### config.mk
export PLATFORM = sky130hd
export DESIGN_NAME = proj_pixel_queue_flat
export DESIGN_NICKNAME = d
export VERILOG_FILES = /design/src/rtl/proj_pixel_queue_pkg.sv /design/src/rtl/proj_pixel_queue_if.sv /design/src/rtl/proj_pixel_queue_half_to_pix.sv /design/src/rtl/proj_pixel_queue.sv /design/src/flat_wrapper.sv
export SDC_FILE = /design/constraint.sdc
export NUM_CORES = 1
export LEC_CHECK = 0
export CORE_MARGIN = 8
export CORE_UTILIZATION = 55
export DETAILED_ROUTE_END_ITERATION = 8
export MAX_ROUTING_LAYER = met4
export PLACE_DENSITY = 0.73
export SLEW_MARGIN = 20
export SYNTH_ARGS = -nofsm -noshare
export SYNTH_HDL_FRONTEND = slang
export SYNTH_SLANG_ARGS = --single-unit
export TNS_END_PERCENT = 5
### constraint.sdc
create_clock -name iClock -period 26.4 [get_ports iClock]
set_input_delay 5.28 -clock iClock [delete_from_list [all_inputs] [get_ports iClock]]
set_output_delay 5.28 -clock iClock [all_outputs]
set_load 0.005 [all_outputs]
### src/rtl/proj_pixel_queue_pkg.sv
// Shared types and constants for the projected-vertex pixel queue.
// Holds the FSM encoding, half-float field layout and screen defaults.
package proj_pixel_queue_pkg;

    typedef enum logic [2:0] {
        IDLE    = 3'd0,
        CAPTURE = 3'd1,
        CONVX   = 3'd2,
        CONVY   = 3'd3,
        PUSH    = 3'd4
    } state_t;

    localparam int SIGN_W   = 1;
    localparam int EXP_W    = 5;
    localparam int MAN_W    = 10;
    localparam int HALF_W   = SIGN_W + EXP_W + MAN_W;
    localparam int EXP_BIAS = 15;

    localparam int DEF_H_RES = 640;
    localparam int DEF_V_RES = 480;

    localparam int PIX_X_W = 10;
    localparam int PIX_Y_W = 9;

    // Error counters stick at 255 rather than wrapping.
    function automatic logic [7:0] satAdd(input logic [7:0] cnt, input logic [1:0] inc);
        logic [8:0] sum;
        sum = {1'b0, cnt} + {7'd0, inc};
        return sum[8] ? 8'hFF : sum[7:0];
    endfunction

endpackage

### src/rtl/proj_pixel_queue_if.sv
// Vertex-in / pixel-out bundle between the memory manager, the queue and the vga consumer.
interface proj_pixel_queue_if;
    import proj_pixel_queue_pkg::*;

    logic               iEnable;
    logic               iVertex;
    logic [HALF_W-1:0]  i_ieee754X;
    logic [HALF_W-1:0]  i_ieee754Y;
    logic               iReady;
    logic [PIX_X_W-1:0] oPixX;
    logic [PIX_Y_W-1:0] oPixY;
    logic               oValid;
    logic               oBusy;
    logic               oFull;
    logic [7:0]         oRangeErrCnt;
    logic [7:0]         oDropCnt;

    modport master (
        output iEnable, iVertex, i_ieee754X, i_ieee754Y, iReady,
        input  oPixX, oPixY, oValid, oBusy, oFull, oRangeErrCnt, oDropCnt
    );

    modport slave (
        input  iEnable, iVertex, i_ieee754X, i_ieee754Y, iReady,
        output oPixX, oPixY, oValid, oBusy, oFull, oRangeErrCnt, oDropCnt
    );

endinterface

### src/rtl/proj_pixel_queue_half_to_pix.sv
// Combinational half-float to screen-pixel conversion for one axis.
// invert=1 flips the sign sense so positive values move toward row 0.
module half_to_pix
    import proj_pixel_queue_pkg::*;
(
    input  logic [HALF_W-1:0]  half,
    input  logic [PIX_X_W-1:0] halfRes,
    input  logic               invert,
    output logic [PIX_X_W-1:0] pix,
    output logic               rangeErr
);

    logic [EXP_W-1:0]   e;
    logic [MAN_W-1:0]   m;
    logic [31:0]        q;
    logic [MAN_W:0]     mag;
    logic [11:0]        sum;
    logic [11:0]        maxPix;

    always_comb begin
        e = half[HALF_W-2 -: EXP_W];
        m = half[MAN_W-1:0];
        q = '0;
        // q is |v| in 1/1024 units; anything above 1.0 is off-screen
        if (e == '0)
            q = '0;
        else if (e > EXP_W'(EXP_BIAS))
            q = {21'd0, 1'b1, m} << (e - EXP_W'(EXP_BIAS));
        else
            q = {21'd0, 1'b1, m} >> (EXP_W'(EXP_BIAS) - e);

        rangeErr = (e == '1) || (q > 32'd1024);
        mag      = 11'(({10'd0, q[10:0]} * {11'd0, halfRes}) >> 10);
        maxPix   = {1'b0, halfRes, 1'b0} - 12'd1;

        if (half[HALF_W-1] ^ invert)
            sum = {2'b00, halfRes} - {1'b0, mag};
        else
            sum = {2'b00, halfRes} + {1'b0, mag};

        pix = (sum > maxPix) ? maxPix[PIX_X_W-1:0] : sum[PIX_X_W-1:0];
    end

endmodule

### src/rtl/proj_pixel_queue.sv
// Captures projected vertices, converts them to pixel coordinates and queues
// them for the vga consumer; one shared converter serves both axes.
module proj_pixel_queue
    import proj_pixel_queue_pkg::*;
#(
    parameter int H_RES = DEF_H_RES,
    parameter int V_RES = DEF_V_RES,
    parameter int DEPTH = 8
) (
    input  logic              iClock,
    input  logic              iReset,
    proj_pixel_queue_if.slave bus
);

    localparam int PW    = $clog2(DEPTH);
    localparam int CW    = PW + 1;
    localparam int ENT_W = PIX_X_W + PIX_Y_W;
    localparam logic [PIX_X_W-1:0] H_HALF = PIX_X_W'(H_RES / 2);
    localparam logic [PIX_X_W-1:0] V_HALF = PIX_X_W'(V_RES / 2);

    state_t             state;
    logic               vtxReg, vtxPrev, armed, strobe;
    logic [HALF_W-1:0]  xLat, yLat;
    logic [PIX_X_W-1:0] pixX;
    logic [PIX_Y_W-1:0] pixY;
    logic               rngFlag;

    logic [HALF_W-1:0]  convHalf;
    logic [PIX_X_W-1:0] convHalfRes, convPix;
    logic               convInv, convRange;

    logic [ENT_W-1:0]   mem [DEPTH];
    logic [PW-1:0]      wrPtr, rdPtr;
    logic [CW-1:0]      count;
    logic               valid, full, pop, doWrite, errInc;
    logic [1:0]         dropInc;
    logic [7:0]         rangeErrCnt, dropCnt;

    // armed stays low after reset until iVertex is seen low, so a stale high is not a strobe
    assign strobe = bus.iEnable && armed && vtxReg && !vtxPrev;

    assign convInv     = (state == CONVY);
    assign convHalf    = convInv ? yLat : xLat;
    assign convHalfRes = convInv ? V_HALF : H_HALF;

    half_to_pix uConv (
        .half     (convHalf),
        .halfRes  (convHalfRes),
        .invert   (convInv),
        .pix      (convPix),
        .rangeErr (convRange)
    );

    assign valid   = (count != '0);
    assign full    = (count == CW'(DEPTH));
    assign pop     = valid && bus.iReady;
    assign doWrite = bus.iEnable && (state == PUSH) && !rngFlag && (!full || pop);
    assign errInc  = bus.iEnable && (state == PUSH) && rngFlag;
    assign dropInc = {1'b0, strobe && (state != IDLE)}
                   + {1'b0, bus.iEnable && (state == PUSH) && !rngFlag && full && !pop};

    always_ff @(posedge iClock or posedge iReset) begin
        if (iReset) begin
            state       <= IDLE;
            vtxReg      <= 1'b0;
            vtxPrev     <= 1'b0;
            armed       <= 1'b0;
            xLat        <= '0;
            yLat        <= '0;
            pixX        <= '0;
            pixY        <= '0;
            rngFlag     <= 1'b0;
            rangeErrCnt <= '0;
            dropCnt     <= '0;
        end else begin
            vtxReg      <= bus.iVertex;
            vtxPrev     <= vtxReg;
            if (!bus.iVertex) armed <= 1'b1;
            rangeErrCnt <= satAdd(rangeErrCnt, {1'b0, errInc});
            dropCnt     <= satAdd(dropCnt, dropInc);

            if (!bus.iEnable) begin
                state <= IDLE;
            end else begin
                case (state)
                    IDLE:    if (strobe) state <= CAPTURE;
                    CAPTURE: begin
                        xLat  <= bus.i_ieee754X;
                        yLat  <= bus.i_ieee754Y;
                        state <= CONVX;
                    end
                    CONVX: begin
                        pixX    <= convPix;
                        rngFlag <= convRange;
                        state   <= CONVY;
                    end
                    CONVY: begin
                        pixY    <= convPix[PIX_Y_W-1:0];
                        rngFlag <= rngFlag | convRange;
                        state   <= PUSH;
                    end
                    PUSH:    state <= IDLE;
                    default: state <= IDLE;
                endcase
            end
        end
    end

    // Dropping iEnable flushes the queue regardless of any concurrent pop.
    always_ff @(posedge iClock or posedge iReset) begin
        if (iReset) begin
            wrPtr <= '0;
            rdPtr <= '0;
            count <= '0;
        end else if (!bus.iEnable) begin
            wrPtr <= '0;
            rdPtr <= '0;
            count <= '0;
        end else begin
            if (doWrite) wrPtr <= wrPtr + 1'b1;
            if (pop)     rdPtr <= rdPtr + 1'b1;
            count <= count + CW'(doWrite) - CW'(pop);
        end
    end

    always_ff @(posedge iClock) begin
        if (doWrite) mem[wrPtr] <= {pixX, pixY};
    end

    assign bus.oValid       = valid;
    assign bus.oFull        = full;
    assign bus.oBusy        = (state != IDLE);
    assign bus.oPixX        = valid ? mem[rdPtr][ENT_W-1:PIX_Y_W] : '0;
    assign bus.oPixY        = valid ? mem[rdPtr][PIX_Y_W-1:0] : '0;
    assign bus.oRangeErrCnt = rangeErrCnt;
    assign bus.oDropCnt     = dropCnt;

endmodule

### src/flat_wrapper.sv
// flat-port wrapper written by rule: the top's interface ports become plain ports
module proj_pixel_queue_flat import proj_pixel_queue_pkg::*;
#(
    parameter int H_RES = DEF_H_RES,
    parameter int V_RES = DEF_V_RES,
    parameter int DEPTH = 8
)
  (iClock, iReset, bus_iEnable, bus_iVertex, bus_i_ieee754X, bus_i_ieee754Y, bus_iReady, bus_oPixX, bus_oPixY, bus_oValid, bus_oBusy, bus_oFull, bus_oRangeErrCnt, bus_oDropCnt);
  proj_pixel_queue_if bus_i ();
  input  logic iClock;
  input  logic iReset;
  input wire logic [$bits(bus_i.iEnable)-1:0] bus_iEnable;
  input wire logic [$bits(bus_i.iVertex)-1:0] bus_iVertex;
  input wire logic [$bits(bus_i.i_ieee754X)-1:0] bus_i_ieee754X;
  input wire logic [$bits(bus_i.i_ieee754Y)-1:0] bus_i_ieee754Y;
  input wire logic [$bits(bus_i.iReady)-1:0] bus_iReady;
  output wire logic [$bits(bus_i.oPixX)-1:0] bus_oPixX;
  output wire logic [$bits(bus_i.oPixY)-1:0] bus_oPixY;
  output wire logic [$bits(bus_i.oValid)-1:0] bus_oValid;
  output wire logic [$bits(bus_i.oBusy)-1:0] bus_oBusy;
  output wire logic [$bits(bus_i.oFull)-1:0] bus_oFull;
  output wire logic [$bits(bus_i.oRangeErrCnt)-1:0] bus_oRangeErrCnt;
  output wire logic [$bits(bus_i.oDropCnt)-1:0] bus_oDropCnt;
  assign bus_i.iEnable = bus_iEnable;
  assign bus_i.iVertex = bus_iVertex;
  assign bus_i.i_ieee754X = bus_i_ieee754X;
  assign bus_i.i_ieee754Y = bus_i_ieee754Y;
  assign bus_i.iReady = bus_iReady;
  assign bus_oPixX = bus_i.oPixX;
  assign bus_oPixY = bus_i.oPixY;
  assign bus_oValid = bus_i.oValid;
  assign bus_oBusy = bus_i.oBusy;
  assign bus_oFull = bus_i.oFull;
  assign bus_oRangeErrCnt = bus_i.oRangeErrCnt;
  assign bus_oDropCnt = bus_i.oDropCnt;
  proj_pixel_queue #(.H_RES(H_RES), .V_RES(V_RES), .DEPTH(DEPTH)) u_core (.iClock(iClock), .iReset(iReset), .bus(bus_i));
endmodule
# ---- Yosys cells after proc, flatten, opt, wreduce, memory -nomap -nowiden
# Memory sizes are Yosys's and may differ from the RTL's.
# Cells that the tools add are included.
dict set report op_classes {
  n_bitwise 2
  n_shift 2
  magnitude_cmp 3
  reduce_logical 26
  mul 1
  eq_ne 9
  add_sub_neg 12
  n_mux 21
}
# cell count
set ops {}
lappend ops {{32-bit two-way mux} 2}
lappend ops {{32-bit by 11-bit greater-than comparator with 1-bit output, second input constant} 1}
lappend ops {{11-bit by 5-bit << shifter with 32-bit output} 1}
lappend ops {{11-bit by 5-bit right shift with 32-bit output} 1}
lappend ops {{11-bit by 10-bit multiplier with 21-bit output} 1}
lappend ops {{10-bit two-way mux} 2}
lappend ops {{3-bit two-way mux} 6}
lappend ops {{9-bit two-way mux} 2}
lappend ops {{16-bit two-way mux} 1}
lappend ops {{8-bit two-way mux} 2}
lappend ops {{10-bit by 11-bit adder with 12-bit output} 1}
lappend ops {{12-bit greater-than comparator} 1}
lappend ops {{12-bit two-way mux} 1}
lappend ops {{3-bit case mux with 4 select lines} 1}
lappend ops {{10-bit by 11-bit subtractor with 12-bit output} 1}
lappend ops {{11-bit by 1-bit subtractor with 12-bit output, second input constant} 1}
lappend ops {{1-bit logical AND} 11}
lappend ops {{8-bit by 1-bit adder with 9-bit output} 1}
lappend ops {{8-bit by 2-bit adder with 9-bit output} 1}
lappend ops {{2-bit AND reduction} 4}
lappend ops {{3-bit by 1-bit adder with 3-bit output, second input constant} 2}
lappend ops {{3-bit by 2-bit == test with 1-bit output, second input constant} 2}
lappend ops {{5-bit == test, second input constant} 1}
lappend ops {{5-bit by 4-bit greater-than comparator with 1-bit output, second input constant} 1}
lappend ops {{other kinds (22)} 28}
dict set report word_totals {
  mem_count 1
  wordCells 91
  register_bits 84
  ramBits 152
  output_inout_bits 38
  input_bits 37
}
# name words word_bits rd rd_ports_with_merged_regs write_ports line
set mem_list {}
lappend mem_list {u_core.mem 8 19 1 0 1 proj_pixel_queue.sv:32} ;# logic [ENT_W-1:0] mem [DEPTH];

# ---- Longest topological paths before layout
# Gate-level depths: netlist (run 1).
dict set report logic_depth {
  depth_word 11
  depth_mapped 49
  mapped_depth_nobuf 44
}

# ---- Hierarchy
# A second synthesis (run 1) with hierarchy kept.
dict set report hier_totals {
  cells_unflattened 1294
  hier_area_um2 15886.5
}
# mod cells_per_inst seq_area_each_um2 n_inst area_each_um2
set modules_own_cells {}
lappend modules_own_cells {proj_pixel_queue 525 6666.4 1 9620.5}
lappend modules_own_cells {half_to_pix 769 0.0 1 6266.0}

# ---- Worst setup path after synthesis (run 1)
# No wires, ideal clock.
dict set report synth_timing {
  path_type {register to register}
  from {reg u_core.state[2]}
  to {reg u_core.pixY[0]}
  setup_ps 147
  t_arrival_ps 9582
  n_path_buf 6
  required_time_ps 26253
  period_less_slack_ps 9728
  path_stages_with_launch 45
  path_slack_ps 16672
  cell_sequence {dfrtp_1 > nand3b_4 > buf_2 > buf_1 > a21oi_1 > inv_1 > ha_1 > clkbuf_1 > inv_1 > clkbuf_1 > mux2i_1 > nor2_1 > a21oi_1 > nand2_1 > o21ai_1 > nor2_1 > a21oi_1 > ha_1 > [... 9 more ...] > o211ai_1 > o211ai_1 > mux2_2 > a31o_2 > a21oi_1 > xor2_1 > ha_1 > a21oi_1 > o21ai_0 > o21ai_2 > xor2_1 > ha_1 > and3_1 > nand2_1 > o21ai_0 > a221oi_4 > buf_6 > a31oi_1}
}
dict set report synth_via {
  elab_chain_len 11
  elab_cells_between_ends 20
  classes_between {add/sub: 5; mul: 1; order compare: 2; eq/ne: 1; shift: 2; mux: 6; bitwise: 1; reduce/logical: 2}
}
# item line
set synth_lines {}
lappend synth_lines {{start, declared} proj_pixel_queue.sv:21} ;# state_t state;
lappend synth_lines {{start signal, assigned} proj_pixel_queue.sv:64} ;# state <= IDLE;
lappend synth_lines {{start signal, assigned} proj_pixel_queue.sv:83} ;# state <= IDLE;
lappend synth_lines {{start signal, assigned} proj_pixel_queue.sv:86} ;# IDLE: if (strobe) state <= CAPTURE;
lappend synth_lines {{3-bit by 2-bit == test with 1-bit output *} {proj_pixel_queue.sv:42, proj_pixel_queue.sv:85}}
lappend synth_lines {{16-bit two-way mux} proj_pixel_queue.sv:43} ;# assign convHalf = convInv ? yLat : xLat;
lappend synth_lines {{4-bit by 5-bit subtractor with 5-bit output or 5-bit by 4-bit subtractor with 5-bit output (tied branches)} {proj_pixel_queue_half_to_pix.sv:30, proj_pixel_queue_half_to_pix.sv:28}}
lappend synth_lines {{11-bit by 5-bit right shift with 32-bit output or 11-bit by 5-bit << shifter with 32-bit output (tied branches)} {proj_pixel_queue_half_to_pix.sv:30, proj_pixel_queue_half_to_pix.sv:28}}
lappend synth_lines {{32-bit two-way mux} proj_pixel_queue_half_to_pix.sv:27} ;# else if (e > EXP_W'(EXP_BIAS))
lappend synth_lines {{32-bit two-way mux} proj_pixel_queue_half_to_pix.sv:25} ;# if (e == '0)
lappend synth_lines {{11-bit by 10-bit multiplier with 21-bit output} proj_pixel_queue_half_to_pix.sv:33} ;# mag = 11'(({10'd0, q[10:0]} * {11'd0, halfRes}) >> 10);
lappend synth_lines {{10-bit by 11-bit adder with 12-bit output or 10-bit by 11-bit subtractor with 12-bit output (tied branches)} {proj_pixel_queue_half_to_pix.sv:39, proj_pixel_queue_half_to_pix.sv:37}}
lappend synth_lines {{12-bit two-way mux} proj_pixel_queue_half_to_pix.sv:36} ;# if (half[HALF_W-1] ^ invert)
lappend synth_lines {{12-bit greater-than comparator} proj_pixel_queue_half_to_pix.sv:41} ;# pix = (sum > maxPix) ? maxPix[PIX_X_W-1:0] : sum[PIX_X_W-1:0];
lappend synth_lines {{10-bit two-way mux} proj_pixel_queue_half_to_pix.sv:41}
lappend synth_lines {{end signal, assigned} proj_pixel_queue.sv:98} ;# pixY <= convPix[PIX_Y_W-1:0];
lappend synth_lines {{end, declared} proj_pixel_queue.sv:25} ;# logic [PIX_Y_W-1:0] pixY;
# Every way passes the cells marked *; elsewhere a longest branch is shown, timed or not.
# A chain may end at the register's enable or synchronous reset.

# ---- Final worst setup path (run 1)
dict set report layout_timing {
  from {reg u_core.state[0]}
  to {reg u_core.pixX[1]}
}
dict set report layout_via {
  elab_chain_len 11
  elab_cells_between_ends 21
  classes_between {add/sub: 5; mul: 1; order compare: 2; eq/ne: 2; shift: 2; mux: 6; bitwise: 1; reduce/logical: 2}
}
# item line
set layout_lines {}
lappend layout_lines {{3-bit by 2-bit == test with 1-bit output} proj_pixel_queue.sv:42} ;# assign convInv = (state == CONVY);
lappend layout_lines {{16-bit two-way mux} proj_pixel_queue.sv:43}
lappend layout_lines {{4-bit by 5-bit subtractor with 5-bit output or 5-bit by 4-bit subtractor with 5-bit output (tied branches)} {proj_pixel_queue_half_to_pix.sv:30, proj_pixel_queue_half_to_pix.sv:28}}
lappend layout_lines {{11-bit by 5-bit right shift with 32-bit output or 11-bit by 5-bit << shifter with 32-bit output (tied branches)} {proj_pixel_queue_half_to_pix.sv:30, proj_pixel_queue_half_to_pix.sv:28}}
lappend layout_lines {{32-bit two-way mux} proj_pixel_queue_half_to_pix.sv:27}
lappend layout_lines {{32-bit two-way mux} proj_pixel_queue_half_to_pix.sv:25}
lappend layout_lines {{11-bit by 10-bit multiplier with 21-bit output} proj_pixel_queue_half_to_pix.sv:33}
lappend layout_lines {{10-bit by 11-bit adder with 12-bit output or 10-bit by 11-bit subtractor with 12-bit output (tied branches)} {proj_pixel_queue_half_to_pix.sv:39, proj_pixel_queue_half_to_pix.sv:37}}
lappend layout_lines {{12-bit two-way mux} proj_pixel_queue_half_to_pix.sv:36}
lappend layout_lines {{12-bit greater-than comparator} proj_pixel_queue_half_to_pix.sv:41}
lappend layout_lines {{10-bit two-way mux} proj_pixel_queue_half_to_pix.sv:41}
lappend layout_lines {{end signal, assigned} proj_pixel_queue.sv:93} ;# pixX <= convPix;
lappend layout_lines {{end, declared} proj_pixel_queue.sv:24} ;# logic [PIX_X_W-1:0] pixX;
# Parallel ways exist; a longest one is shown, timed or not.

==> impl_results.md, run 1 <==
- Post-synthesis xor/xnor area fraction: 2.634%
- Inst Count DP: 1,560
- Yosys Warn Count: 0
- Hold violation count in the final report: 0
- Vias in the first global route: 9,563
- Vias per cell: 5.887
- Setup Fix Bufs, Post-CTS: 0
- CP Launch Type: flip-flop
- # IOs: 75
- Max incr delay on CP: 0.97 ns
- Synth top area share: 32.69%
- Antenna violations before repair: 0
- Maxcap violations: 0
- Pre-CTS setup slack: 14.42 ns
- Crit Path Max Fanout: 66
- Overflow after GRT: 0
- Setup WS post-layout: 14.20 ns
- Synth top area cells: edfxtp_1 (33%), dfrtp_1 (15%), ha_1 (6.7%), mux4_2 (6.1%), mux2i_1 (4.3%)
- Pin count of the biggest net entering global routing: 85
- Post-Syn Nets: 1,338
- Post-synthesis mux area share: 13.97%
- Commonest non-fill, non-tap cell in the layout: edfxtp_1
- EDFF count, synth: 152
- Sequential area share after synthesis: 47.74%
- P&R area growth vs syn: 12.71%
- Commonest non-fill, non-tap cells in the layout: edfxtp_1 (152), nor2_1 (111), dfrtp_1 (83), nand2_1 (77), ha_1 (75)
- Worst VDD drop: 0.08944 mV
- Max stage delay cell, worst path: mux2i_1
- Cts-stage hold buffer count: 0
- TNS Setup: 0 ns
- Flops & latches, synth: 236
- Pwr dens: 121.7 mW/mm2
- Fin. max-slew vios: 0
- Status: finished, final reports clean
- WL/cell: 18.93 um
- Fillcell total: 1,956
- DRT Pass-1 Iters: 5
- Leak pwr: 6.364 nW
- Final RePlAce weighted congestion: 0.9659
- Min Tclk post-route: 12.20 ns
- CTS root buf: clkbuf_16
- Initial Util: 55.78%
- Simple-Gate Fraction of Synth Area: 11.73%
- RSZ-0062 raised after global routing: no
- Core footprint: 0.02504 mm2
- Main combinational cell family by area after synthesis: multiplexers
- Syn Area/Cell: 11.57 um2
- Multi-input gate area: 0.006755 mm2
- First-pass GRT wire length: 49,700 um
- Post-route ant nets: 0
- Via count: 9,443
- Count of cells resized by post-cts repair: 0
- Placed Area: 0.01496 mm2
- Final period util: 46.21%
- Post-Layout Cell Count: 1,604
- Netlist cell types: 81
- CP arrival: 12.53 ns
- Compound-Gate Fraction of Synth Area: 10.50%
- DRC violation total after the first TritonRoute iteration: 776
- Primary FF master, synth: edfxtp_1
- GRT Overall Usage: 20.34%
- Mapped Area: 0.01396 mm2
- Cell mode on critical path: ha_1
- Mapped Cells: 1,207
- Clk Latency, worst-skew pair: 0.51 ns
- Cell row count: 58
- Die H: 175.3 um
- TritonCTS clock tree: built
- Worst path required time: 26.73 ns
- N_diodes: 0
- Clock sink total: 236
- Setup crit end kind: flip-flop
- Die footprint: 0.03075 mm2
- Utilization after layout: 62.87%
- Synth Area in Adders: 9.444%
- Port Buffers: 74
- Worst-case clock skew: 0.01673 ns
- Worst Tran Pin Value: 0.9964 ns
- F_max: 81.97 MHz
- Clock Tree Buf Depth: 3
- Post-DP HPWL: 21,380 um
- Num CTS Buffers: 24
- Clock transition at path regs: 0.06 ns
- Nets: 1,387
- Layout cells sized above 1: 11.70%
- Seq. cell area: 0.006668 mm2
- Die X: 175.3 um
- # DRC: 0
- Post-synth ARST share: 35.59%
- Hold/Removal Path Class: flip-flop to flip-flop
- Final instance area: 0.01574 mm2
- Final setup fails: 0
- Dominant cell type by area after synthesis: edfxtp_1
- CTS HTree Levels: 1
- Max_slew headroom: 33.33%
- Final wirelength: 30,370 um
- Crit path kind: flip-flop to flip-flop
## cells in the mapped netlist (all sizes together), types with 8 or more instances
| master | instances |
|---|---|
| o21a | 11 |
| buf | 24 |
| dfrtp | 84 |
| inv | 70 |
| clkbuf | 43 |
| nand2 | 77 |
| a31oi | 29 |
| nand2b | 21 |
| edfxtp | 152 |
| a21o | 8 |
| and3 | 10 |
| o21ai | 28 |
| a211oi | 17 |
| nor2b | 13 |
| nor2 | 112 |
| xor2 | 27 |
| fa | 19 |
| nand3 | 26 |
| o211ai | 11 |
| a21oi | 61 |
| mux4 | 38 |
| ha | 75 |
| nor3 | 23 |
| xnor2 | 15 |
| and2 | 23 |
| mux2i | 61 |
| mux2 | 42 |
## metrics by stage
step                total power (W)  hold slack, ns
floorplan                  0.001325          0.3470
global placement           0.001565          0.3479
detailed placement         0.001584          0.3605
CTS                        0.001921          0.3735
global route               0.002060          0.3752
finish                     0.001915          0.3711
## power breakdown
part	total (W)	internal (W)	leakage [nW]	switching [W]
clock	0.000328	0.000195	0.380	0.000133
combinational	0.00107	0.000454	3.54	0.000614
sequential	0.000519	0.000451	2.44	0.0000679
## layer usage
metal  share of wire, %  up-vias  wire [um]  GRT usage, %
li1                   -     4537          -             -
met1                 43     4680      12970         24.59
met2                 52      186      15900         36.22
met3                3.2       40        974         2.018
met4                1.7        0        525         4.945
met5                  0        -          0             -
## worst max-delay path, delay by kind of cell (launching register included)
kind / cells / cell delay (ns)
xor gates and xnor gates: 3 / 0.73
and+or+nand+nor: 7 / 1.97
AOI/OAI and AO/OA: 13 / 3.33
adders and majority gates: 10 / 3.87
DFF: 1 / 0.52
muxes: 2 / 1.14
buffers and inverters: 3 / 0.43
## layout make-up
type	instances	share of cell area [%]
multi-input cells	833	42.92
repair buffers	90	5.493
clock inverters	8	0.4134
flip-flops and latches	236	42.36
clock buffers	36	4.491
well taps	330	2.623
inverters	71	1.701
## sequential cells by signal (all words and copies together) (netlist names)
signal and cells:
u_core.wrPtr 3, u_core.vtxReg 1, u_core.vtxPrev 1, u_core.bus.oRangeErrCnt 8
u_core.yLat 16, u_core.pixY 9, u_core.bus.oDropCnt 8, u_core.rdPtr 3
u_core.pixX 10, u_core.xLat 16, u_core.mem 152, u_core.rngFlag 1
u_core.armed 1, u_core.count 4, u_core.state 3
## path summary, 6_finish.rpt
path / from / end / slack (ns) / cells after the start
max in group asynchronous: iReset / u_core.rdPtr[0] / 20.58 / 3
min in group asynchronous: iReset / u_core.bus.oDropCnt[0] / 5.31 / 3
max reg2reg: u_core.state[0] / u_core.pixX[1] / 14.20 / 38
min: u_core.vtxReg / u_core.vtxPrev / 0.37 / 0
min reg2reg: u_core.vtxReg / u_core.vtxPrev / 0.37 / 0
max: u_core.state[0] / u_core.pixX[1] / 14.20 / 38
## logic make-up (layout without fill, tap and decap cells)
kind of cell | Yosys count | after routing
mux | 141 | 141
other cells | 1 | 1
compound gates | 217 | 217
fa+ha+maj | 94 | 94
flops | 236 | 236
xor+xnor | 42 | 42
buf+inv | 138 | 205
simple gates | 338 | 338
(Power assumes the default switching activity.)
==> run 2: changes to the inputs <==
--- a/config.mk
+++ b/config.mk
@@ -9,7 +9,7 @@
 export CORE_UTILIZATION = 55
 export DETAILED_ROUTE_END_ITERATION = 8
 export MAX_ROUTING_LAYER = met4
-export PLACE_DENSITY = 0.73
+export PLACE_DENSITY = 0.76
 export SLEW_MARGIN = 20
 export SYNTH_ARGS = -nofsm -noshare
 export SYNTH_HDL_FRONTEND = slang
==> constraint.sdc (replaced) <==
create_clock -name iClock -period 9.8 [get_ports iClock]
set_input_delay 1.96 -clock iClock [delete_from_list [all_inputs] [get_ports iClock]]
set_output_delay 1.96 -clock iClock [all_outputs]
set_load 0.005 [all_outputs]
==> impl_results.md, run 2 (synthesis gave the netlist of run 1 again) <==
- Status: finished, final reports clean
- Crit path launch: u_core.state[1]
- Final setup fails: 0
- Worst reg2reg startpoint: u_core.state[1]
- Antenna violations before repair: 0
- # DRC: 0
- Cell mode on critical path: ha_1
- Overflow after GRT: 0
- Die footprint: 0.03075 mm2
- Port Buffers: 74
- N_diodes: 0
- Nets: 1,433
- Clk Latency, worst-skew pair: 0.52 ns
- Core footprint: 0.02504 mm2
- Crit path kind: flip-flop to flip-flop
- Top flop regs: u_core.mem x152, u_core.xLat x16, u_core.yLat x16
- CP Launch Type: flip-flop
- Pwr dens: 349.9 mW/mm2
- DRT Pass-1 Iters: 5
- Maxcap violations: 0
- First-pass GRT wire length: 51,520 um
- Worst VDD drop: 0.2866 mV
- WL/cell: 19.37 um
- Max incr delay on CP: 0.51 ns
- Min Tclk post-route: 9.312 ns
- Via count: 9,846
- Cell row count: 58
- Final wirelength: 31,970 um
- Die X: 175.3 um
- Number of flip-flops under the largest register name: 152
- GRT Overall Usage: 21.03%
- F_max: 107.4 MHz
- DRC violation total after the first TritonRoute iteration: 791
- TritonCTS clock tree: built
- Post-route ant nets: 0
- CTS root buf: clkbuf_16
- Vias per cell: 5.967
- Commonest non-fill, non-tap cells in the layout: edfxtp_1 (152), nor2_1 (108), dfrtp_1 (80), nand2_1 (77), clkdlybuf4s50_1 (74)
- Num CTS Buffers: 24
- Leak pwr: 6.637 nW
- Max_slew headroom: 37.26%
- Post-Layout Cell Count: 1,650
- # IOs: 75
- Worst Tran Pin Value: 0.9411 ns
- Clock sink total: 236
- Most flop-heavy register: u_core.mem
- Post-DP HPWL: 21,960 um
- Max stage delay cell, worst path: fa_1
- Setup crit end kind: flip-flop
- Pin count of the biggest net entering global routing: 85
- Fin. max-slew vios: 0
- Crit Path Max Fanout: 7
- Min-delay src: u_core.vtxReg
- Final RePlAce weighted congestion: 0.9563
- Hold violation count in the final report: 0
- Clock transition at path regs: 0.06 ns
- Slack of the worst reg-to-reg path: 0.49 ns
- Clock Tree Buf Depth: 3
- Inst Count DP: 1,586
- Vias in the first global route: 9,910
- CTS HTree Levels: 1
- Layout cells sized above 1: 18.11%
- Worst-case clock skew: 0.02915 ns
- P&R area growth vs syn: 17.44%
- Cts-stage hold buffer count: 0
- Utilization after layout: 65.50%
- Hold/Removal Path Class: flip-flop to flip-flop
- Die H: 175.3 um
- Commonest non-fill, non-tap cell in the layout: edfxtp_1
- Initial Util: 55.78%
- CP arrival: 9.65 ns
- Hold Slack: 0.3831 ns
- Worst path required time: 10.14 ns
- Final period util: 95.02%
-- run 2: repair_timing --
| item | in CTS | in global routing |
|---|---|---|
| gates resized for setup | 0 | 52 |
| setup endpoints to repair | 17 | 19 |
| pin swaps | 1 | 8 |
| buffers inserted | 5 | 15 |
-- run 2: per-stage QoR --
stage | setup WS [ns] | TNS, ns | total power, W | area [um2]
floorplan | 0.07172 | 0 | 0.003569 | 13960
global placement | 0.1968 | 0 | 0.004265 | 15160
detailed placement | -0.04886 | -0.3162 | 0.004314 | 15160
CTS | 0.04064 | 0 | 0.005503 | 16110
global route | -0.08550 | -0.5385 | 0.006120 | 16400
finish | 0.4879 | 0 | 0.005738 | 16400
-- run 2: critical path, delay by kind of cell, from the launching register on --
kind,cells,cell delay [ns]
AND/OR/NAND/NOR,10,1.82
multiplexers,2,0.47
adder cells (fa/ha/maj),10,3.07
XOR/XNOR,3,0.61
AO/OA/AOI/OAI,12,2.10
flip-flops,1,0.47
buffers and inverters,5,0.54
-- run 2: report_power, final --
part / internal [W] / leakage (nW) / switching [W]
logic: 0.00152 / 3.75 / 0.00180
clock network: 0.000648 / 0.446 / 0.000377
registers: 0.00121 / 2.44 / 0.000169
-- run 2: layout make-up --
cell class / count / area (um2)
Sequential cell: 236 / 6671
Timing Repair Buffer: 136 / 1222
Tap cell: 330 / 412.9
Inverter: 71 / 276.5
Multi-Input combinational cell: 833 / 6905
Clock buffer: 30 / 674.4
Clock inverter: 14 / 236.5
Fill cell: 1859 / 8637
-- run 2: routing by layer --
metal | up-vias | GRT usage (%) | share of wire, %
met2 | 323 | 37.19 | 52
li1 | 4631 | - | -
met1 | 4829 | 25.55 | 40
met5 | - | - | 0
met4 | 0 | 5.157 | 2.5
met3 | 63 | 2.255 | 5.3
-- run 2: final timing paths --
check	cells past startpoint	endpoint
worst max-delay path	42	u_core.pixX[6]
worst min-delay path	0	u_core.vtxPrev
worst max register to register	42	u_core.pixX[6]
worst min register to register	0	u_core.vtxPrev
max in group asynchronous	3	u_core.state[2]
min in group asynchronous	3	u_core.bus.oRangeErrCnt[6]
